[src/rtl/mips_pkg.sv]
// Shared definitions for the 5-stage MIPS core: hazard FSM states, register address width,
// decode opcodes, and the load-use hazard test.
package mips_pkg;

   typedef enum logic [0:0] {
      RUN      = 1'b0,
      MEM_WAIT = 1'b1
   } hz_state_e;

   localparam int REG_AW = 5;

   localparam logic [5:0] OP_RTYPE = 6'h00;
   localparam logic [5:0] OP_LW    = 6'h23;
   localparam logic [5:0] OP_SW    = 6'h2B;
   localparam logic [5:0] OP_BEQ   = 6'h04;

   // $zero is never a real producer, so a load into it cannot create a hazard
   function automatic logic loadUse(
      input logic              exMemRead,
      input logic [REG_AW-1:0] exRt,
      input logic [REG_AW-1:0] idRs,
      input logic [REG_AW-1:0] idRt,
      input logic              idUsesRt
   );
      return exMemRead && (exRt != '0) &&
             ((exRt == idRs) || (idUsesRt && (exRt == idRt)));
   endfunction

endpackage

[src/rtl/hazard_controller_if.sv]
// Pipeline-side signal bundle of the hazard controller: stage fields in, stage controls out.
interface hazard_controller_if;
   import mips_pkg::*;

   logic [REG_AW-1:0] id_rs;
   logic [REG_AW-1:0] id_rt;
   logic              id_uses_rt;
   logic              ex_memread;
   logic [REG_AW-1:0] ex_rt;
   logic              ex_branch_taken;
   logic              mem_req;
   logic              mem_ready;

   logic              pc_write;
   logic              ifid_write;
   logic              ifid_flush;
   logic              idex_bubble;
   logic              pipe_hold;
   logic              mem_err;

   modport master (
      output id_rs, id_rt, id_uses_rt, ex_memread, ex_rt, ex_branch_taken, mem_req, mem_ready,
      input  pc_write, ifid_write, ifid_flush, idex_bubble, pipe_hold, mem_err
   );

   modport slave (
      input  id_rs, id_rt, id_uses_rt, ex_memread, ex_rt, ex_branch_taken, mem_req, mem_ready,
      output pc_write, ifid_write, ifid_flush, idex_bubble, pipe_hold, mem_err
   );

endinterface

[src/rtl/hazard_perf_counters.sv]
// Saturating stall/flush event counters; outputs read zero while reset is asserted.
module hazard_perf_counters #(
   parameter int CNT_W = 32
) (
   input  logic             clk,
   input  logic             reset,
   input  logic             stall_inc_i,
   input  logic             flush_inc_i,
   output logic [CNT_W-1:0] stall_cnt_o,
   output logic [CNT_W-1:0] flush_cnt_o
);

   logic [CNT_W-1:0] stallCnt_q, stallCnt_d;
   logic [CNT_W-1:0] flushCnt_q, flushCnt_d;

   always_comb begin
      stallCnt_d = stallCnt_q;
      flushCnt_d = flushCnt_q;
      if (stall_inc_i && (stallCnt_q != '1)) stallCnt_d = stallCnt_q + 1'b1;
      if (flush_inc_i && (flushCnt_q != '1)) flushCnt_d = flushCnt_q + 1'b1;
   end

   always_ff @(posedge clk) begin
      if (reset) begin
         stallCnt_q <= '0;
         flushCnt_q <= '0;
      end else begin
         stallCnt_q <= stallCnt_d;
         flushCnt_q <= flushCnt_d;
      end
   end

   assign stall_cnt_o = reset ? '0 : stallCnt_q;
   assign flush_cnt_o = reset ? '0 : flushCnt_q;

endmodule

[src/rtl/hazard_controller.sv]
// Pipeline sequencing controller: load-use stalls, taken-branch flushes, memory-wait holds.
// Define HAZARD_PERF_EN to add the stall_cnt/flush_cnt performance counters.
module hazard_controller
   import mips_pkg::*;
#(
   parameter int MEM_TIMEOUT = 64,
   parameter int CNT_W       = 32
) (
   input logic          clk,
   input logic          reset,
   hazard_controller_if.slave hz
`ifdef HAZARD_PERF_EN
   ,
   output logic [CNT_W-1:0] stall_cnt,
   output logic [CNT_W-1:0] flush_cnt
`endif
);

   localparam int TO_W = $clog2(MEM_TIMEOUT + 1);
   localparam logic [TO_W-1:0] TO_LIMIT = TO_W'(MEM_TIMEOUT - 1);

   if ((MEM_TIMEOUT < 1) || (CNT_W < 1)) begin : gBadParams
      $error("hazard_controller: MEM_TIMEOUT and CNT_W must be positive");
   end

   hz_state_e       state_q, state_d;
   logic            branchPend_q, branchPend_d;
   logic [TO_W-1:0] toCnt_q, toCnt_d;
   logic            memErr_q, memErr_d;

   logic lu;
   logic pcWrite, ifidWrite, ifidFlush, idexBubble, pipeHold;

   assign lu = loadUse(hz.ex_memread, hz.ex_rt, hz.id_rs, hz.id_rt, hz.id_uses_rt);

   // Next state and stage controls; a branch seen while a memory stall starts is replayed on release
   always_comb begin
      state_d      = state_q;
      branchPend_d = branchPend_q;
      toCnt_d      = toCnt_q;
      memErr_d     = memErr_q;
      pcWrite      = 1'b1;
      ifidWrite    = 1'b1;
      ifidFlush    = 1'b0;
      idexBubble   = 1'b0;
      pipeHold     = 1'b0;

      unique case (state_q)
         RUN: begin
            toCnt_d = '0;
            if (hz.mem_req && !hz.mem_ready) begin
               pipeHold     = 1'b1;
               pcWrite      = 1'b0;
               ifidWrite    = 1'b0;
               state_d      = MEM_WAIT;
               branchPend_d = hz.ex_branch_taken;
            end else if (hz.ex_branch_taken) begin
               ifidFlush  = 1'b1;
               idexBubble = 1'b1;
            end else if (lu) begin
               pcWrite    = 1'b0;
               ifidWrite  = 1'b0;
               idexBubble = 1'b1;
            end
         end
         MEM_WAIT: begin
            if (hz.mem_ready) begin
               state_d = RUN;
               toCnt_d = '0;
               if (branchPend_q) begin
                  ifidFlush    = 1'b1;
                  idexBubble   = 1'b1;
                  branchPend_d = 1'b0;
               end
            end else begin
               pipeHold  = 1'b1;
               pcWrite   = 1'b0;
               ifidWrite = 1'b0;
               if (toCnt_q != TO_LIMIT) toCnt_d = toCnt_q + 1'b1;
               if (toCnt_d == TO_LIMIT) memErr_d = 1'b1;
            end
         end
         default: state_d = RUN;
      endcase

      if (reset) begin
         state_d      = RUN;
         branchPend_d = 1'b0;
         toCnt_d      = '0;
         memErr_d     = 1'b0;
         pcWrite      = 1'b1;
         ifidWrite    = 1'b1;
         ifidFlush    = 1'b0;
         idexBubble   = 1'b0;
         pipeHold     = 1'b0;
      end
   end

   always_ff @(posedge clk) begin
      if (reset) begin
         state_q      <= RUN;
         branchPend_q <= 1'b0;
         toCnt_q      <= '0;
         memErr_q     <= 1'b0;
      end else begin
         state_q      <= state_d;
         branchPend_q <= branchPend_d;
         toCnt_q      <= toCnt_d;
         memErr_q     <= memErr_d;
      end
   end

   assign hz.pc_write    = pcWrite;
   assign hz.ifid_write  = ifidWrite;
   assign hz.ifid_flush  = ifidFlush;
   assign hz.idex_bubble = idexBubble;
   assign hz.pipe_hold   = pipeHold;
   assign hz.mem_err     = memErr_q && !reset;

`ifdef HAZARD_PERF_EN
   hazard_perf_counters #(
      .CNT_W (CNT_W)
   ) uPerf (
      .clk         (clk),
      .reset       (reset),
      .stall_inc_i (!pcWrite),
      .flush_inc_i (ifidFlush),
      .stall_cnt_o (stall_cnt),
      .flush_cnt_o (flush_cnt)
   );
`endif

endmodule

[src/flat_wrapper.sv]
// flat-port wrapper written by rule: the top's interface ports become plain ports
module hazard_controller_flat import mips_pkg::*;
#(
   parameter int MEM_TIMEOUT = 64,
   parameter int CNT_W       = 32
)
  (clk, reset, hz_id_rs, hz_id_rt, hz_id_uses_rt, hz_ex_memread, hz_ex_rt, hz_ex_branch_taken, hz_mem_req, hz_mem_ready, hz_pc_write, hz_ifid_write, hz_ifid_flush, hz_idex_bubble, hz_pipe_hold, hz_mem_err);
  hazard_controller_if hz_i ();
  input logic clk;
  input logic reset;
  input wire logic [$bits(hz_i.id_rs)-1:0] hz_id_rs;
  input wire logic [$bits(hz_i.id_rt)-1:0] hz_id_rt;
  input wire logic [$bits(hz_i.id_uses_rt)-1:0] hz_id_uses_rt;
  input wire logic [$bits(hz_i.ex_memread)-1:0] hz_ex_memread;
  input wire logic [$bits(hz_i.ex_rt)-1:0] hz_ex_rt;
  input wire logic [$bits(hz_i.ex_branch_taken)-1:0] hz_ex_branch_taken;
  input wire logic [$bits(hz_i.mem_req)-1:0] hz_mem_req;
  input wire logic [$bits(hz_i.mem_ready)-1:0] hz_mem_ready;
  output wire logic [$bits(hz_i.pc_write)-1:0] hz_pc_write;
  output wire logic [$bits(hz_i.ifid_write)-1:0] hz_ifid_write;
  output wire logic [$bits(hz_i.ifid_flush)-1:0] hz_ifid_flush;
  output wire logic [$bits(hz_i.idex_bubble)-1:0] hz_idex_bubble;
  output wire logic [$bits(hz_i.pipe_hold)-1:0] hz_pipe_hold;
  output wire logic [$bits(hz_i.mem_err)-1:0] hz_mem_err;
  assign hz_i.id_rs = hz_id_rs;
  assign hz_i.id_rt = hz_id_rt;
  assign hz_i.id_uses_rt = hz_id_uses_rt;
  assign hz_i.ex_memread = hz_ex_memread;
  assign hz_i.ex_rt = hz_ex_rt;
  assign hz_i.ex_branch_taken = hz_ex_branch_taken;
  assign hz_i.mem_req = hz_mem_req;
  assign hz_i.mem_ready = hz_mem_ready;
  assign hz_pc_write = hz_i.pc_write;
  assign hz_ifid_write = hz_i.ifid_write;
  assign hz_ifid_flush = hz_i.ifid_flush;
  assign hz_idex_bubble = hz_i.idex_bubble;
  assign hz_pipe_hold = hz_i.pipe_hold;
  assign hz_mem_err = hz_i.mem_err;
  hazard_controller #(.MEM_TIMEOUT(MEM_TIMEOUT), .CNT_W(CNT_W)) u_core (.clk(clk), .reset(reset), .hz(hz_i));
endmodule
[config.mk]
export PLATFORM = sky130hd
export DESIGN_NAME = hazard_controller_flat
export DESIGN_NICKNAME = d
export VERILOG_FILES = /design/src/rtl/mips_pkg.sv /design/src/rtl/hazard_controller_if.sv /design/src/rtl/hazard_perf_counters.sv /design/src/rtl/hazard_controller.sv /design/src/flat_wrapper.sv
export SDC_FILE = /design/constraint.sdc
export NUM_CORES = 1
export LEC_CHECK = 0
export CORE_MARGIN = 1
export CORE_UTILIZATION = 43
export CTS_BUF_LIST = sky130_fd_sc_hd__clkbuf_4 sky130_fd_sc_hd__clkbuf_8
export DETAILED_ROUTE_END_ITERATION = 10
export GPL_ROUTABILITY_DRIVEN = 0
export HOLD_SLACK_MARGIN = 0.03
export PLACE_DENSITY = 0.87
export SKIP_CTS_REPAIR_TIMING = 1
export SLEW_MARGIN = 10
export SYNTH_ARGS = -nofsm -noshare
export SYNTH_HDL_FRONTEND = slang
export SYNTH_SLANG_ARGS = --single-unit
export TNS_END_PERCENT = 100
[constraint.sdc]
create_clock -name clk -period 1.7 [get_ports clk]
set_input_delay 0.255 -clock clk [delete_from_list [all_inputs] [get_ports clk]]
set_output_delay 0.255 -clock clk [all_outputs]
set_load 0.01 [all_outputs]
# ---- Yosys cells after proc, flatten, opt, wreduce, memory -nomap -nowiden
# Index checks and enable logic that the tools add are counted.
dict set report word_totals {
  regBits 10
  inputBits 22
  output_inout_bits 6
}
dict set report classes {
  bitwise_logic 2
  muxes 29
  n_addsub 1
  n_eq_ne 6
  reduce_logical 11
}
# cell count
set ops {}
lappend ops {{$mux 7} 4}
lappend ops {{$mux 1} 19}
lappend ops {{$pmux 7 s2} 1}
lappend ops {{$eq 5x5->1} 2}
lappend ops {{$pmux 1 s2} 5}
lappend ops {{$add 7x1->7 const B} 1}
lappend ops {{$eq 7x6->1 const B} 1}
lappend ops {{$ne 7x6->1 const B} 1}
lappend ops {{$logic_and 1x1->1} 5}
lappend ops {{$reduce_bool 5->1} 1}
lappend ops {{$reduce_and 3->1} 1}
lappend ops {{$logic_not 1->1} 2}
lappend ops {{$ne 2x1->1 const B} 1}
lappend ops {{$ne 2x2->1 const B} 1}
lappend ops {{$not 1->1} 2}
lappend ops {{$reduce_and 2->1} 1}
lappend ops {{$logic_or 1x1->1} 1}

# ---- Longest topological paths before layout
# Gate-level depths: netlist of run 1.
dict set report depth {
  word_depth 9
  depth_mapped 5
}

# ---- Least setup slack after synthesis of run 1
# No wires, ideal clock.
dict set report synth_timing {
  kind {register -> register}
  start {register u_core.toCnt_q[0]}
  end {register u_core.memErr_q}
  t_arrival_ps 1430
  path_stages_with_launch 5
  setup_slack_ps 182
  n_path_buf 0
  synth_period_minus_slack_ps 1518
  required_ps 1612
  setup_ps 88
  cell_sequence {dfxtp_1 > ha_1 > o21ai_1 > or4_1 > o32ai_2}
}
dict set report synth_between {
  elab_chain_len 6
  word_cells_on_any_way 7
}
# item line_no
set synth_lines {}
lappend synth_lines {{start: declaration} hazard_controller.sv:28} ;# logic [TO_W-1:0] toCnt_q, toCnt_d;
lappend synth_lines {{start signal: assignment} hazard_controller.sv:108} ;# toCnt_q <= toCnt_d;
lappend synth_lines {{$add 7x1->7 / $ne 7x6->1 (equally long branches)} hazard_controller.sv:79} ;# if (toCnt_q != TO_LIMIT) toCnt_d = toCnt_q + 1'b1;
lappend synth_lines {{$mux 7 (*)} hazard_controller.sv:79}
lappend synth_lines {{$mux 7 (*)} hazard_controller.sv:67} ;# if (hz.mem_ready) begin
lappend synth_lines {{$mux 7 (*)} hazard_controller.sv:48} ;# unique case (state_q)
lappend synth_lines {{$eq 7x6->1 (*)} hazard_controller.sv:80} ;# if (toCnt_d == TO_LIMIT) memErr_d = 1'b1;
lappend synth_lines {{$reduce_and 3->1 (no source line) (*)} --}
lappend synth_lines {{end signal: assignment} hazard_controller.sv:109} ;# memErr_q <= memErr_d;
lappend synth_lines {{end: declaration} hazard_controller.sv:29} ;# logic memErr_q, memErr_d;
# Every way passes the cells marked *; elsewhere a longest branch is shown, timed or not. The select of a mux whose other input is x is not followed.
# A chain may end at the register's enable or synchronous reset.

# ---- Final worst setup path of run 1
dict set report layout_timing {
  start {input port hz_mem_req}
  end {output port hz_idex_bubble}
}
dict set report layout_between {
  elab_chain_len 4
}
# item line_no
set layout_lines {}
lappend layout_lines {{start: declaration} flat_wrapper.sv:17} ;# input wire logic [$bits(hz_i.mem_req)-1:0] hz_mem_req;
lappend layout_lines {{$logic_and 1x1->1} hazard_controller.sv:51} ;# if (hz.mem_req && !hz.mem_ready) begin
lappend layout_lines {{$mux 1} hazard_controller.sv:51}
lappend layout_lines {{$pmux 1 s2} hazard_controller.sv:48}
lappend layout_lines {{$mux 1} hazard_controller.sv:86} ;# if (reset) begin
lappend layout_lines {{end: declaration} flat_wrapper.sv:22} ;# output wire logic [$bits(hz_i.idex_bubble)-1:0] hz_idex_bubble;
# No other way between the ends.

==> impl_metrics.ini, run 1 <==
[clock_network]
cts_tree = yes
clock-sinks = 10
insertion_delay_ps = 260
cts.clk_slew.worst_paths_ps = 60
clock_tree.root_cell = clkbuf_4
numCtsBuffers = 3
clock_tree.buffer_depth = 2
cts_htree_levels = 1

[sta]
fin_setup_tns_ps = -466
maxSlewHeadroom = 0.738
fin_skew_ps = 2.56
slew_violations = 0
unrepaired_setup_endpoints_after_global_routing = yes
timing_worst_slew_pin_value_ps = 390
timing.final.setup_violations = 4
clock.fmax_mhz = 506
layout_setup_ws_ps = -275
period_share = 1.16
finalHoldWorstSlack_ps = 435
timing.final.crit_period_ps = 1970
hold_viol = 0

[synth]
synth.net_count = 105
synth_largest_type_area_fraction = 0.294
ys.warnings.count = 0
number_of_instances_in_the_synthesized_netlist = 82
asyncSetResetFlopFracSynth = 0
synth.cells.most_frequent = dfxtp_1, xor2_1, nor2_1
synth_enable_flop_cells = 0
post_synth_num_cell_types = 34
yosys_most_used_dff = dfxtp_1
synth_sequential_area_ratio = 0.294
postSynthRegisterBits = 10
post_synth_instance_area_um2 = 681
synth_top_cells_by_area = dfxtp_1, xor2_1, nor2_1
netlist.top_cell.by_area = dfxtp_1
postSynthAreaPerCell_um2 = 8.30

[power_and_ir_drop]
internal_power_uw = 412
net-switching-power_uw = 154
static_power_due_to_leakage_uw = 0.000565
seq_power_share = 0.424
peakVddDrop_v = 0.000292
power-per-cell-area_nw_per_um2 = 480
clock_power_share = 0.284
power_switching_share = 0.273
power_frac_comb = 0.293

[routing]
routed_wirelength_um = 2500
route.detailed.wl_per_inst_um = 17.7
drtPass1Iterations = 4
drc_errors = 0
antenna_violating_nets_post_route = 0
via_count = 873
via_per_inst = 6.19
drt_iter0_drc = 35

[die]
area_of_the_die_um2 = 1750
floorplan.io_pins = 28
row_count = 13
initial_utilization = 0.492
die_height_um = 41.8
die_boundary_width_um = 41.8
core_um2 = 1380

[global_routing]
grt_first_pass_wirelength_um = 3170
grt_overflow = 0
grtUsageTotal = 0.237
grt_max_degree = 9
antenna_violations_before_repair = 0
first_global_vias = 774

[layout]
final_nets = 151
antenna-diode-count = 0
fillerInstances = 65
relative_area_change_from_synthesis_to_final_layout_pct = 73.2
postLayoutCellArea_um2 = 1180
fraction_of_final_layout_cells_sized_beyond_drive_strength_1 = 0.294

[min_path]
hp-class = in2reg

[setup_path]
worst-endpoint-arrival_ps = 1720
start_kind = input pin
timing.critical_path.fanout_max = 2
setup.worst_path.class = in2out
crit_path_end_kind = output port
worst_path_required_time_ps = 1440

[placement]
dpl-instance-area_um2 = 1060
dp_hpwl_um = 1570
dp_slack_ps = -749
placement.io_buffers = 27

[job]
max_cap_viol_count = 0

[outcome]
run_status = finished with violations
failing_checks = setup timing
[metal layers]
layer  routed length (µm)  global-route usage  vias up  share of wire
met2                 1190               0.397       61           0.48
met5                    0                   0        -              0
met3                  202              0.0565       12          0.081
met4                   87               0.155        0          0.035
li1                     -                   -      393              -
met1                 1020               0.263      407           0.41
[critical path, cell delays in order]
cell and delay (ps):
clkdlybuf4s50_1 460, nor2_2 240, o22ai_1 130, or3_1 400
o22ai_2 90, buf_2 150
[power groups by stage]
stage	registers (µW)	clock network [µW]	logic, µW
floorplan	245	0	48.7
global placement	244	0	141
detailed placement	244	0	147
CTS	239	161	148
global route	240	172	175
finish	240	161	166
[final timing paths]
| path | slack, ps | start | end | cells after the start |
|---|---|---|---|---|
| worst max-delay path | -270 | hz_mem_req | hz_idex_bubble | 6 |
| worst min-delay path | 430 | reset | u_core.branchPend_q$_SDFFE_PP0P_ | 3 |
| worst max register to register | 30 | u_core.state_q$_DFF_P_ | u_core.memErr_q$_SDFFE_PP0P_ | 5 |
| worst min register to register | 520 | u_core.toCnt_q[6]$_SDFF_PP0_ | u_core.toCnt_q[6]$_SDFF_PP0_ | 1 |
[cell families (layout without fill, tap and decap cells)]
logic type	Yosys count	count (layout)	share of synthesized area
simple gates	33	33	0.263
compound gates	22	22	0.239
xor+xnor	11	11	0.142
flops	10	10	0.294
buf+inv	5	49	0.0441
fa+ha+maj	1	1	0.0184
[sequential cells by signal, summed over array words and instances (netlist names)]
register,cells
u_core.branchPend_q,1
u_core.memErr_q,1
u_core.state_q,1
u_core.toCnt_q,7
[cells in the final DEF, fill, tap and decap left out, drive strengths merged, types with 2 or more instances in the layout]
master         instances
buf                   18
dlymetal6s2s          13
clkdlybuf4s50         11
xor2                  10
dfxtp                 10
nor2                   9
a21oi                  5
nand2                  5
o21ai                  4
clkbuf                 4
nor3                   4
inv                    3
nand2b                 3
a31oi                  3
or3                    2
o22ai                  2
or4                    2
nor3b                  2
[per-stage QoR]
step	cells	utilization	total power, µW
floorplan	82	-	294
global placement	137	0.769	385
detailed placement	137	0.769	391
CTS	140	0.786	548
global route	141	0.852	587
finish	141	0.852	566
[cell type report]
type | instances | area [µm²] | share of cell area
inverters | 3 | 11.3 | 0.00955
repair buffers | 43 | 408 | 0.346
clock buffers | 3 | 22.5 | 0.0191
multi-input cells | 67 | 517 | 0.438
flip-flops and latches | 10 | 201 | 0.171
well taps | 15 | 18.8 | 0.0159
(Power assumes the default switching activity.)
==> run 2: changes to the inputs <==
CORE_UTILIZATION = 47   (was 43)
CTS_BUF_LIST = sky130_fd_sc_hd__clkbuf_8   (was sky130_fd_sc_hd__clkbuf_4 sky130_fd_sc_hd__clkbuf_8)
PLACE_DENSITY = 0.94   (was 0.87)
clock period = 2.4 ns   (was 1.7 ns; I/O delays follow)
==> run 2 against run 1 <==
  * The run now ends clean
  * Clock skew fell by 2.1 ps
  * Hold slack improved by 44 ps
  * Critical path depth did not move
  * Combinational power fell by 41%
  * Cell count fell by 5.7%
  * Die area fell by 8.1%
  * Global-route usage rose by 1.3 points
  * Count of clock-buffer cells in the layout rose by 1
  * Sequential cell count did not move
  * Register-to-register slack improved by 690 ps
==> impl_metrics.ini, run 2 (synthesized netlist as in run 1, its figures left out) <==
[setup_path]
worst-endpoint-arrival_ps = 1940
timing.critical_path.fanout_max = 3
crit_path_end_kind = output port
worst_path_required_time_ps = 2040
start_kind = input pin
setup.worst_path.class = in2out

[clock_network]
insertion_delay_ps = 240
clock_tree.root_cell = clkbuf_8
cts_tree = yes
cts.clk_slew.worst_paths_ps = 50
cts_htree_levels = 1
clock-sinks = 10
numCtsBuffers = 3
clock_tree.buffer_depth = 2

[sta]
layout_setup_ws_ps = 98.3
timing_worst_slew_pin_value_ps = 389
fin_skew_ps = 0.492
fin_setup_tns_ps = 0
maxSlewHeadroom = 0.739
unrepaired_setup_endpoints_after_global_routing = no
timing.final.crit_period_ps = 2300
period_share = 0.959
slew_violations = 0
hold_viol = 0
timing.final.setup_violations = 0
finalHoldWorstSlack_ps = 478
clock.fmax_mhz = 434

[routing]
antenna_violating_nets_post_route = 0
route.detailed.wl_per_inst_um = 14.0
routed_wirelength_um = 1860
via_per_inst = 5.74
drc_errors = 0
drt_iter0_drc = 26
drtPass1Iterations = 6
via_count = 764

[power_and_ir_drop]
power_frac_comb = 0.205
clock_power_share = 0.438
net-switching-power_uw = 106
internal_power_uw = 373
static_power_due_to_leakage_uw = 0.000410
power-per-cell-area_nw_per_um2 = 447
peakVddDrop_v = 0.000252
seq_power_share = 0.357
power_switching_share = 0.221

[die]
area_of_the_die_um2 = 1600
die_height_um = 40.1
floorplan.io_pins = 28
die_boundary_width_um = 40.1
row_count = 13
core_um2 = 1320
initial_utilization = 0.517

[layout]
relative_area_change_from_synthesis_to_final_layout_pct = 57.4
final-instance-count-excl-fill = 133
final_common_cell = clkdlybuf4s50_1
fraction_of_final_layout_cells_sized_beyond_drive_strength_1 = 0.136
antenna-diode-count = 0
layout_common_cells = clkdlybuf4s50_1, xor2_1, dfxtp_1
top_register = u_core.toCnt_q
largest_reg_flops = 7
fillerInstances = 86
final_nets = 142
layout.core_utilization = 0.813

[global_routing]
grt_max_degree = 9
grt_first_pass_wirelength_um = 2620
first_global_vias = 702
grt_overflow = 0
grtUsageTotal = 0.249
antenna_violations_before_repair = 0

[min_path]
hp-class = reg2reg

[job]
max_cap_viol_count = 0

[placement]
numPlacedInstances = 129
dp_slack_ps = -240
placement.io_buffers = 27
dp_hpwl_um = 1470

[outcome]
run_status = complete, no violations
[run 2: cell types whose count changed in the layout (fill, tap and decap cells not counted), moves of 2 or more]
cell	delta
buf_4	-9
dlymetal6s2s_1	-9
buf_2	-2
clkbuf_4	-3
nor3_1	+2
clkbuf_8	+4
clkdlybuf4s50_1	+12
[run 2: worst max-delay path, stage by stage]
cell,delay (ps)
clkdlybuf4s50_1,470
xor2_1,200
nor4_1,300
a32oi_1,190
o21ba_2,250
dlymetal6s2s_1,170
[run 2: worst paths after layout]
path / startpoint / endpoint / slack, ps / depth (start not counted)
setup reg to reg: u_core.state_q$_DFF_P_ / u_core.memErr_q$_SDFFE_PP0P_ / 720 / 4
setup / recovery: hz_ex_rt[4] / hz_pc_write / 100 / 6
hold / removal: u_core.memErr_q$_SDFFE_PP0P_ / u_core.memErr_q$_SDFFE_PP0P_ / 480 / 2
hold reg to reg: u_core.memErr_q$_SDFFE_PP0P_ / u_core.memErr_q$_SDFFE_PP0P_ / 480 / 2
[run 2: per-layer routing]
| layer | share of wire | global-route usage | vias up | routed length, µm |
|---|---|---|---|---|
| met5 | 0 | 0 | - | 0 |
| met4 | 0.021 | 0.164 | 0 | 39 |
| met3 | 0.061 | 0.0222 | 4 | 113 |
| met2 | 0.47 | 0.484 | 46 | 876 |
| met1 | 0.45 | 0.245 | 340 | 830 |
| li1 | - | - | 374 | - |
[run 2: area by class of cell]
class                   count  area (µm²)  share of cell area
clock buffers               4        55.1              0.0514
inverters                   3        11.3              0.0105
multi-input cells          67         453               0.423
flip-flops and latches     10         200               0.187
well taps                  15        18.8              0.0175
repair buffers             34         333               0.311
[run 2: power by group through the flow]
stage	clock (µW)	sequential, µW	combinational, µW
floorplan	0	173	34.5
global route	221	171	104
finish	210	171	98.0
global placement	0	174	92.4
detailed placement	0	174	97.6
CTS	215	171	98.1
[run 2: per-stage QoR]
step | power, µW | cell area (µm²)
after global placement | 266 | 1000
after CTS | 484 | 1060
after floorplan | 208 | 681
final | 479 | 1070
after detailed placement | 272 | 1000
after global routing | 496 | 1070
==> run 3: changes to the inputs <==
ABC_CLOCK_PERIOD_IN_PS = 2400   (was default)
CAP_MARGIN = 10   (was default)
RECOVER_POWER = 50   (was default)
==> run 3 against run 2 <==
  * Non-clock buffer count did not move
  * Total power about the same
  * Worst setup slack got worse by 2.9 ps
  * Via count grew 0.92%
  * Sequential cell count did not move
  * Combinational power is 0.4% lower
  * Clock power about the same
  * Cell count unchanged
  * Cell area shrank 0.47%
  * Critical path type unchanged
  * Critical endpoint is now hz_pipe_hold
==> impl_metrics.ini, run 3 (synthesized netlist as in run 1, its figures left out) <==
[outcome]
run_status = complete, no violations

[global_routing]
first_global_vias = 702
grt_overflow = 0
antenna_violations_before_repair = 0
grt_first_pass_wirelength_um = 2620
grtUsageTotal = 0.249
grt_max_degree = 9

[layout]
antenna-diode-count = 0
fraction_of_final_layout_cells_sized_beyond_drive_strength_1 = 0.127
layout_common_cells = clkdlybuf4s50_1, xor2_1, dfxtp_1
largest_reg_flops = 7
relative_area_change_from_synthesis_to_final_layout_pct = 56.6
fillerInstances = 87
final_nets = 142
top_register = u_core.toCnt_q
final_common_cell = clkdlybuf4s50_1
final-instance-count-excl-fill = 133

[routing]
via_per_inst = 5.80
route.detailed.wl_per_inst_um = 14.1
routed_wirelength_um = 1870
drt_iter0_drc = 18
via_count = 771
antenna_violating_nets_post_route = 0
drtPass1Iterations = 6
drc_errors = 0

[setup_path]
start_kind = input pin
cell_with_the_largest_stage_delay_on_the_worst_path = clkdlybuf4s50_1
timing.critical_path.fanout_max = 6
rrSetupSlack_ps = 580
reg2regPathDepth = 4
timing.critical_path.cells = clkdlybuf4s50_1, buf_4, nor3_1, clkdlybuf4s50_1
critical_path.most_common_cell = clkdlybuf4s50_1
worst_path_required_time_ps = 2040
crit-reg2reg-launch = u_core.state_q$_DFF_P_
setup.worst_path.class = in2out
critPathMaxStageDelay_ps = 620
worst-endpoint-arrival_ps = 1940
reg2reg_to = u_core.memErr_q$_SDFFE_PP0P_
crit_path_end_kind = output port

[clock_network]
numCtsBuffers = 3
clock_tree.buffer_depth = 2
insertion_delay_ps = 240
cts.clk_slew.worst_paths_ps = 50
cts_htree_levels = 1
cts_tree = yes
clock-sinks = 10
clock_tree.root_cell = clkbuf_8

[die]
die_height_um = 40.1
row_count = 13
initial_utilization = 0.517
die_boundary_width_um = 40.1
area_of_the_die_um2 = 1600
core_um2 = 1320
floorplan.io_pins = 28

[power_and_ir_drop]
power_switching_share = 0.221
peakVddDrop_v = 0.000252
power-per-cell-area_nw_per_um2 = 449
net-switching-power_uw = 106
static_power_due_to_leakage_uw = 0.000409
power_frac_comb = 0.204
internal_power_uw = 373
clock_power_share = 0.438
seq_power_share = 0.358

[sta]
timing.final.crit_period_ps = 2300
clock.fmax_mhz = 434
maxSlewHeadroom = 0.735
timing.final.setup_violations = 0
hold_viol = 0
fin_skew_ps = 0.609
layout_setup_ws_ps = 95.5
period_share = 0.960
unrepaired_setup_endpoints_after_global_routing = no
timing_worst_slew_pin_value_ps = 394
slew_violations = 0

[placement]
dp_slack_ps = -240
placement.io_buffers = 27
numPlacedInstances = 129
dp_hpwl_um = 1470

[job]
max_cap_viol_count = 0

[min_path]
hold_critical_path_depth = 2
beginning_of_the_worst_hold_path = u_core.memErr_q$_SDFFE_PP0P_
timing.hold.worst_endpoint = u_core.memErr_q$_SDFFE_PP0P_
hp-class = reg2reg
==> run 3: worst max-delay path by stage <==
| stage | start | to | slack (ps) |
|---|---|---|---|
| 2_1_floorplan | hz_ex_rt[0] | hz_pc_write | 690 |
| 3_3_place_gp | hz_ex_rt[0] | hz_pc_write | -210 |
| 3_5_place_dp | hz_ex_rt[0] | hz_pc_write | -240 |
| 4_1_cts | hz_ex_rt[0] | hz_pc_write | -250 |
| 5_1_grt | hz_ex_rt[4] | hz_ifid_write | 30 |
| 6_report | hz_mem_ready | hz_pipe_hold | 100 |
==> run 3: power by group through the flow <==
stage / combinational, µW / clock [µW] / sequential [µW]
6_report: 97.6 / 210 / 171
5_1_grt: 104 / 221 / 171
4_1_cts: 98.1 / 215 / 171
3_5_place_dp: 97.6 / 0 / 174
3_3_place_gp: 92.4 / 0 / 174
2_1_floorplan: 34.5 / 0 / 173
==> run 3: per-layer routing <==
layer  up-vias  global-route usage  wire length (µm)
met4         0               0.164                39
met3         4              0.0222               120
met5         -                   0                 0
met1       346               0.245               826
met2        46               0.484               887
li1        375                   -                 -
==> run 3: critical path, delay by kind of cell <==
family | cells | cell delay [ps]
buffers and inverters | 3 | 1240
and+or+nand+nor | 1 | 350
==> run 3: cell type report <==
cell class | instances | area (µm²) | area share
timing repair buffer | 34 | 333 | 0.312
inverter | 3 | 11.3 | 0.0106
tap | 15 | 18.8 | 0.0176
sequential | 10 | 200 | 0.188
multi-input combinational | 67 | 448 | 0.420
clock buffer | 4 | 55.1 | 0.0516
==> run 3: through the flow <==
step | cell area [µm²] | setup TNS [ps] | total power (µW) | util | hold WS (ps)
final | 1070 | 0 | 479 | 0.809 | 479
after global routing | 1070 | 0 | 496 | 0.809 | 505
after global placement | 1000 | -562 | 266 | 0.762 | 457
after CTS | 1060 | -677 | 484 | 0.803 | 479
after floorplan | 681 | 0 | 208 | - | 443
after detailed placement | 1000 | -648 | 272 | 0.762 | 467
